**src/rtl/rsa_pkg.sv**
```systemverilog
// Shared types for the RSA decrypt unit: control FSM states and default operand width.
package rsa_pkg;

  localparam int RSA_DEFAULT_WIDTH = 8;

  typedef enum logic [2:0] {
    IDLE,
    INIT,
    MUL,
    UPD,
    DONE
  } rsa_state_t;

endpackage

```
**src/rtl/modmul_serial.sv**
```systemverilog
// Serial modular multiplier r = a*b mod n (requires b < n), one bit of a per cycle, MSB first.
// Latency: WIDTH cycles starting with the load cycle; done marks the last step; no backpressure.
module modmul_serial
  import rsa_pkg::*;
#(
  parameter int WIDTH = RSA_DEFAULT_WIDTH
) (
  input  logic             clk,
  input  logic             rst,
  input  logic             load,
  input  logic [WIDTH-1:0] a,
  input  logic [WIDTH-1:0] b,
  input  logic [WIDTH-1:0] n,
  output logic [WIDTH-1:0] r,
  output logic             done
);

  localparam int CW = $clog2(WIDTH);
  localparam int AW = WIDTH + 2;

  logic [AW-1:0]    acc;
  logic [WIDTH-1:0] a_sh;
  logic [WIDTH-1:0] b_q;
  logic [WIDTH-1:0] n_q;
  logic [CW-1:0]    left;
  logic             run;

  logic             bit_cur;
  logic [AW-1:0]    acc_base;
  logic [AW-1:0]    b_ext;
  logic [AW-1:0]    n_ext;
  logic [AW-1:0]    sum;
  logic [AW-1:0]    sub1;
  logic [AW-1:0]    step;

  // The load cycle already performs the first step on the live operands,
  // so a product takes exactly WIDTH cycles with no separate setup cycle.
  always_comb begin
    acc_base = load ? '0 : acc;
    bit_cur  = load ? a[WIDTH-1] : a_sh[WIDTH-1];
    b_ext    = {2'b00, (load ? b : b_q)};
    n_ext    = {2'b00, (load ? n : n_q)};
    sum      = (acc_base << 1) + (bit_cur ? b_ext : '0);
    sub1     = (sum >= n_ext) ? (sum - n_ext) : sum;
    step     = (sub1 >= n_ext) ? (sub1 - n_ext) : sub1;
  end

  always_ff @(posedge clk) begin
    if (rst) begin
      acc  <= '0;
      a_sh <= '0;
      b_q  <= '0;
      n_q  <= '0;
      left <= '0;
      run  <= 1'b0;
    end else if (load) begin
      acc  <= step;
      a_sh <= a << 1;
      b_q  <= b;
      n_q  <= n;
      left <= CW'(WIDTH - 1);
      run  <= 1'b1;
    end else if (run) begin
      acc  <= step;
      a_sh <= a_sh << 1;
      left <= left - 1'b1;
      if (left == CW'(1)) begin
        run <= 1'b0;
      end
    end
  end

  assign r    = acc[WIDTH-1:0];
  assign done = run && (left == CW'(1));

endmodule

```
**src/rtl/rsa_decrypt_unit.sv**
```systemverilog
// RSA decryption M = C^D mod N by right-to-left square-and-multiply over two serial multipliers.
// Latency: eoc 1+WIDTH+WIDTH*(WIDTH+1) cycles after start (2 when N < 2); start ignored while busy.
module rsa_decrypt_unit
  import rsa_pkg::*;
#(
  parameter int WIDTH = RSA_DEFAULT_WIDTH
) (
  input  logic             clk,
  input  logic             rst,
  input  logic             start,
  input  logic [WIDTH-1:0] C,
  input  logic [WIDTH-1:0] D,
  input  logic [WIDTH-1:0] N,
  output logic [WIDTH-1:0] M,
  output logic             busy,
  output logic             eoc,
  output logic             err
);

  localparam int IW = $clog2(WIDTH);

  rsa_state_t       state;
  rsa_state_t       state_n;

  logic [WIDTH-1:0] c_q;
  logic [WIDTH-1:0] d_q;
  logic [WIDTH-1:0] n_q;
  logic [WIDTH-1:0] r_q;
  logic [IW-1:0]    i_q;
  logic             fresh;
  logic             n_bad;
  logic             last_bit;

  logic             load_init;
  logic             load_mul;
  logic             sq_load;
  logic [WIDTH-1:0] sq_a;
  logic [WIDTH-1:0] sq_b;
  logic [WIDTH-1:0] sq_r;
  logic             sq_done;
  logic [WIDTH-1:0] mul_r;
  logic             mul_done;
  logic [WIDTH-1:0] r_next;

  assign n_bad    = (n_q < WIDTH'(2));
  assign last_bit = (i_q == IW'(WIDTH - 1));
  assign r_next   = d_q[i_q] ? mul_r : r_q;
  assign sq_load  = load_init | load_mul;

  // B lives in the square-path accumulator: C mod N after INIT, B*B after
  // every MUL, so it is fed straight back as both operands of the next square.
  always_comb begin
    state_n   = state;
    load_init = 1'b0;
    load_mul  = 1'b0;
    sq_a      = sq_r;
    sq_b      = sq_r;
    case (state)
      IDLE: begin
        if (start) begin
          state_n = INIT;
        end
      end
      INIT: begin
        sq_a = c_q;
        sq_b = WIDTH'(1);
        if (fresh && n_bad) begin
          state_n = DONE;
        end else begin
          load_init = fresh;
          if (sq_done) begin
            state_n = MUL;
          end
        end
      end
      MUL: begin
        load_mul = fresh;
        if (sq_done && mul_done) begin
          state_n = UPD;
        end
      end
      UPD: begin
        state_n = last_bit ? DONE : MUL;
      end
      DONE: begin
        state_n = IDLE;
      end
      default: begin
        state_n = IDLE;
      end
    endcase
  end

  always_ff @(posedge clk) begin
    if (rst) begin
      state <= IDLE;
      fresh <= 1'b0;
      c_q   <= '0;
      d_q   <= '0;
      n_q   <= '0;
      r_q   <= '0;
      i_q   <= '0;
      M     <= '0;
      err   <= 1'b0;
    end else begin
      state <= state_n;
      // Marks the first cycle of INIT/MUL, where the multipliers are loaded.
      fresh <= (state_n != state);
      case (state)
        IDLE: begin
          if (start) begin
            c_q <= C;
            d_q <= D;
            n_q <= N;
            r_q <= WIDTH'(1);
            i_q <= '0;
            err <= 1'b0;
          end
        end
        INIT: begin
          if (fresh && n_bad) begin
            M   <= '0;
            err <= 1'b1;
          end
        end
        UPD: begin
          r_q <= r_next;
          i_q <= i_q + 1'b1;
          if (last_bit) begin
            M <= r_next;
          end
        end
        default: begin
        end
      endcase
    end
  end

  assign busy = (state != IDLE);
  assign eoc  = (state == DONE);

  modmul_serial #(
    .WIDTH(WIDTH)
  ) u_mul (
    .clk (clk),
    .rst (rst),
    .load(load_mul),
    .a   (r_q),
    .b   (sq_r),
    .n   (n_q),
    .r   (mul_r),
    .done(mul_done)
  );

  modmul_serial #(
    .WIDTH(WIDTH)
  ) u_sq (
    .clk (clk),
    .rst (rst),
    .load(sq_load),
    .a   (sq_a),
    .b   (sq_b),
    .n   (n_q),
    .r   (sq_r),
    .done(sq_done)
  );

endmodule

```
**config.mk**
```make
export PLATFORM = sky130hd
export DESIGN_NAME = rsa_decrypt_unit
export DESIGN_NICKNAME = d
export VERILOG_FILES = /design/src/rtl/rsa_pkg.sv /design/src/rtl/modmul_serial.sv /design/src/rtl/rsa_decrypt_unit.sv
export SDC_FILE = /design/constraint.sdc
export NUM_CORES = 1
export LEC_CHECK = 0
export CORE_AREA = 2 2 122 124
export DETAILED_ROUTE_END_ITERATION = 12
export DIE_AREA = 0 0 124 126
export PLACE_DENSITY = 0.77
export SYNTH_ARGS = -nofsm -noshare
export SYNTH_HDL_FRONTEND = slang
export SYNTH_SLANG_ARGS = --single-unit
```
**constraint.sdc**
```tcl
create_clock -name clk -period 9.05 [get_ports clk]
set_clock_uncertainty 0.1 [all_clocks]
set_input_delay 2.2625 -clock clk [delete_from_list [all_inputs] [get_ports clk]]
set_output_delay 2.2625 -clock clk [all_outputs]
set_load 0.01 [all_outputs]
```
==> flow_summary.yaml, run 1 <==
cells_and_area:
  area_growth_syn_to_layout_pct: 13.1
  final_area_mm2: 0.00869
  layout.cells.non_filler: 1145
  top_regs: "u_mul.acc (9), u_sq.acc (9)"
  nets: 1033
  drive_gt1_share_pct: 8.12
  diodes: 0
floorplanning:
  dieWidth_um: 124
  core_area_mm2: 0.0143
  fp.dieH_um: 126
  core.rowCount: 44
  io_pins: 38
  die-area_mm2: 0.0156
  initial_core_util_pct: 53.6
logic_synthesis:
  yosys.area.top_type_share_pct: 31.3
  syn_nets: 1018
  synth_edf_count: 0
  synth_compound_area_share_pct: 20.3
  syn-instance-count: 933
  ys_ff_latch: 120
  yosys_warnings: 0
  synth.distinct_cells: 73
  muxShareOfSynthArea_pct: 8.70
  synthXorXnorAreaFrac_pct: 3.89
  synth_area_per_cell_um2: 8.23
  synth.yosys.seq_area_share_pct: 31.3
  synth_top_family_by_area: "simple AND/OR/NAND/NOR gates"
  synth-simple-area-share_pct: 21.5
  synth_top_area_cell: "dfxtp_1"
  synth_top_cells_by_count: "120 x dfxtp_1, 106 x nor2_1, 102 x nand2_1"
  syn_area_mm2: 0.00768
  ys.flop_type: "dfxtp_1"
  ys_async_sr_fraction_pct: 0
  synth.most_common_cell: "dfxtp_1"
  synth_fa_ha_area_share_pct: 10.0
  synth_area_leaders: "dfxtp_1 31%, ha_1 8.5%, mux2i_1 6.1%"
placement:
  hpwl_um: 13500
  numPortBuffers: 37
  dp.cells: 1113
  place_area_mm2: 0.00811
  gp_congestion: 0.958
setup_path:
  crit_top_cell: "a21oi_1"
  criticalPathCategory: "reg2reg"
  cp_slowest_cell: "nor2_2"
  crit_path_end_kind: "flop"
  crit_buf_inv: 2
  cp.arrival_ns: 7.71
  worstSetupStartpointType: "flop"
  crit_fanout: 31
  path_delay_family: "simple AND/OR/NAND/NOR gates"
  slowest_delay_ns: 0.87
  critical_path_required_ns: 9.27
power_and_ir_drop:
  peakVddDrop_uv: 254
  power.total_w: 0.00169
  leakage_nw: 3.46
  pwr_density_cell_mw_per_mm2: 194
job:
  maxCapViolations: 0
worst_hold_path:
  hold_class: "reg2reg"
grt:
  grt_overflow: 0
  antenna_found_initial: 0
  grt_pass1_wl_um: 30000
  grt_max_degree: 90
  grt_pass1_vias: 6198
  grt_usage_pct: 24.2
route:
  route.detailed.drc: 0
  routed_wirelength_um: 18400
  dr_total_vias: 6757
  firstDrtPassIters: 4
  first_iter_violations: 457
  viasPerCell: 5.90
  routedWlPerCell_um: 16.1
  ant_nets: 0
clock_network:
  post-cts-setup-buffers: 0
  cts_buffer_depth: 2
  htreeDepth: 4
  cts_tree: "built"
  root_buffer: "clkbuf_16"
  clk_pin_slew_ns: 0.06
  cts-resized-gates: 0
  cts_buffers: 17
  clk_latency_ns: 0.41
  ctsHoldBuffers: 0
  clock_sinks: 120
outcome:
  status: "completed"
sta:
  setup_tns_ns: 0
  setup_viol: 0
  tightest_slew_ns: 1.01
  period_needed_ns: 7.50
  max_freq_ghz: 0.133
  hold_viol_final: 0
  rsz0062_at_grt: "no"
  period_share_pct: 82.9
  fin_hold_ws_ns: 0.351
  maxSlewHeadroom_pct: 32.3
  final_max_slew_viol_count: 0
[final timing paths]
check / from / to / slack [ns] / cells past startpoint
worst max register to register: state[2] / u_sq.acc[5] / 1.55 / 27
worst min register to register: d_q[1] / d_q[1] / 0.35 / 2
worst min-delay path: d_q[1] / d_q[1] / 0.35 / 2
worst max-delay path: state[2] / u_sq.acc[5] / 1.55 / 27
[cell type report]
class / instances / area, µm²
Clock buffer: 20 / 467
Clock inverter: 12 / 115
Fill cell: 1297 / 5630
Inverter: 28 / 105
Multi-Input combinational cell: 739 / 4960
Sequential cell: 120 / 2400
Tap cell: 184 / 230
Timing Repair Buffer: 42 / 405
[where the power goes]
part	leakage, nW	switching, W	internal, W
sequential	0.972	0.0000188	0.000545
clock	0.280	0.000253	0.000402
combinational	2.21	0.000281	0.000189
[cells by family (layout without fill, tap and decap cells)]
logic type,count (synthesis),count (layout)
muxes,62,62
adders and majority gates,58,58
buffers and inverters,74,102
and+or+nand+nor,343,343
xor gates and xnor gates,32,32
DFF,120,120
AOI/OAI and AO/OA,244,244
[worst register-to-register path, stage by stage, from the launching register on]
cell and delay, ns:
dfxtp_1 0.47, nor2_1 0.11, and3_1 0.40, nor2_2 0.88, a21boi_0 0.29, nor2_1 0.14
ha_1 0.19, inv_1 0.06, fa_1 0.40, nor2b_1 0.16, o21ai_0 0.09, a21oi_1 0.23
ha_1 0.33, a21o_1 0.19, a21o_1 0.17, a21oi_1 0.25, nand2_1 0.17, or3_1 0.54
mux2_2 0.37, fa_1 0.43, inv_1 0.07, a21oi_1 0.06, o21bai_1 0.19, a21o_1 0.14
a21oi_1 0.10, o21ai_1 0.45, nor3_1 0.12, a2111oi_2 0.30
[routing by layer]
metal / vias to the layer above / wire (µm) / GRT usage [%]
li1: 3382 / - / -
met1: 3184 / 8420 / 31.8
met2: 152 / 8850 / 39.2
met3: 39 / 790 / 5.25
met4: 0 / 353 / 8.39
met5: - / 0 / 0
[through the flow]
stage,worst slack [ns],util (%)
floorplan,2.59,-
global placement,1.73,56.6
detailed placement,1.63,56.6
CTS,1.60,60.7
global route,0.819,60.7
finish,1.55,60.7
[placed cells by master (no fill, tap or decap), types with 7 or more instances in the layout]
master,count
a211oi_1,22
a21boi_0,8
a21o_1,9
a21oi_1,88
a311oi_1,11
and2_1,16
clkbuf_16,17
clkdlybuf4s50_1,36
dfxtp_1,120
ha_1,52
inv_1,28
mux2_2,11
mux2i_1,47
nand2_1,102
nand2b_1,7
nand3_1,23
nand4_1,13
nor2_1,104
nor2b_1,16
nor3_1,14
o21a_1,8
o21ai_0,46
o31a_1,7
o31ai_1,7
or3_1,7
xnor2_1,22
xor2_1,9
(Power assumes the default switching activity.)
==> run 2, diff against run 1 <==
- clock period: 9.05 -> 7.3 ns (I/O delays scaled with it)
==> flow_summary.yaml, run 2 (same netlist as run 1, synthesis figures left out) <==
setup_path:
  regToRegEndpoint: "u_sq.acc[3]"
  crit_path_start: "n_q[7]"
  r2r_cells: 27
  crit_buf_inv: 2
  regToRegSetupSlack_ns: 0.50
  r2r_start: "n_q[7]"
  crit_fanout: 10
  crit_top_cell: "a21oi_1"
  worstSetupStartpointType: "flop"
  crit_path_end_kind: "flop"
  path_delay_family: "compound AO/OA/AOI/OAI gates"
  critical_path_required_ns: 7.51
  criticalPathCategory: "reg2reg"
  cp.arrival_ns: 7.01
  cp_slowest_cell: "or3_1"
  slowest_delay_ns: 0.55
grt:
  grt_usage_pct: 25.4
  grt_overflow: 0
  grt_pass1_vias: 6468
  top_usage_layer: "met2"
  grt_pass1_wl_um: 31600
  met3_usage_pct: 4.76
  antenna_found_initial: 0
  grt_max_degree: 85
  grt_util_met2_pct: 41.1
  met1_usage_pct: 33.4
cells_and_area:
  layout_common_cells: "120 x dfxtp_1, 104 x nor2_1, 102 x nand2_1"
  multi_input_area_mm2: 0.00498
  area_growth_syn_to_layout_pct: 14.3
  final_area_mm2: 0.00878
  regArea_mm2: 0.00240
  top_regs: "u_mul.acc (9), u_sq.acc (9)"
  fin_util_pct: 61.3
  drive_gt1_share_pct: 9.00
  diodes: 0
  nets: 1039
  final_common_cell: "dfxtp_1"
  n_fill_cell: 1242
sta:
  period_needed_ns: 6.80
  setup_viol: 0
  max_freq_ghz: 0.147
  final_max_slew_viol_count: 0
  maxSlewHeadroom_pct: 41.3
  setup_tns_ns: 0
  rsz0062_at_grt: "no"
  period_share_pct: 93.2
  hold_viol_final: 0
  tightest_slew_ns: 0.881
clock_network:
  cts_tree: "built"
  ctsHoldBuffers: 0
  post-cts-setup-buffers: 0
  htreeDepth: 4
  cts_buffers: 17
  clk_latency_ns: 0.42
  cts_buffer_depth: 2
  clk_pin_slew_ns: 0.06
  clock_sinks: 120
  root_buffer: "clkbuf_16"
floorplanning:
  core.rowCount: 44
  fp.dieH_um: 126
  dieWidth_um: 124
  initial_core_util_pct: 53.6
  core_area_mm2: 0.0143
  io_pins: 38
  die-area_mm2: 0.0156
route:
  viasPerCell: 5.88
  routed_wirelength_um: 18900
  ant_nets: 0
  dr_total_vias: 6773
  route.detailed.drc: 0
  first_iter_violations: 442
  routedWlPerCell_um: 16.4
  firstDrtPassIters: 5
placement:
  place_area_mm2: 0.00815
  numPortBuffers: 37
  gp_congestion: 0.976
  hpwl_um: 13800
job:
  maxCapViolations: 0
worst_hold_path:
  hold_start: "u_mul.b_q[0]"
  hold_class: "reg2reg"
  holdPathEnd: "u_mul.b_q[0]"
  hold_depth: 2
power_and_ir_drop:
  leakage_nw: 3.51
  pwr_density_cell_mw_per_mm2: 245
  power.total_w: 0.00215
  peakVddDrop_uv: 343
outcome:
  status: "completed"
[run 2: report_power, final]
part	internal, W	leakage (nW)	switching, W
sequential	0.000676	0.972	0.0000235
combinational	0.000238	2.24	0.000360
clock	0.000533	0.290	0.000317
total	0.00145	3.51	0.000700
[run 2: worst max-delay path by stage]
stage | to | slack [ns] | cells after the start
floorplan | u_sq.acc[3] | 0.84 | 31
global placement | u_mul.acc[0] | 0.46 | 26
detailed placement | u_mul.acc[0] | 0.43 | 26
CTS | u_mul.acc[0] | 0.41 | 26
global route | u_sq.acc[5] | 0.003 | 26
finish | u_sq.acc[3] | 0.50 | 27
[run 2: metal layers]
metal  wire length [µm]  part of all wire, %
met1               8500                   45
met2               9000                   48
met3                860                  4.5
met4                568                  3.0
met5                  0                    0
[run 2: area by class of cell]
cell class,instances,area share [%]
multi-input cells,739,56.8
flip-flops and latches,120,27.4
clock buffers,20,5.32
repair buffers,48,5.13
well taps,184,2.62
clock inverters,12,1.60
inverters,28,1.20
[run 2: timing repair]
item                                    in CTS  in global routing
endpoints found under the setup margin       0                 14
endpoints found under the hold margin        0                  0
resized for setup                            0                  3
[run 2: worst min-delay path, cell delays in order (launching register included)]
cell and delay (ns):
dfxtp_1 0.30, nand2_1 0.05, a21oi_1 0.05
[run 2: per-stage QoR]
stage | std cells | setup WS (ns) | hold WS (ns)
2_1_floorplan | 933 | 0.844 | 0.332
3_3_place_gp | 1119 | 0.462 | 0.339
3_5_place_dp | 1119 | 0.433 | 0.344
4_1_cts | 1151 | 0.406 | 0.352
5_1_grt | 1151 | 0.00264 | 0.373
6_report | 1151 | 0.496 | 0.351
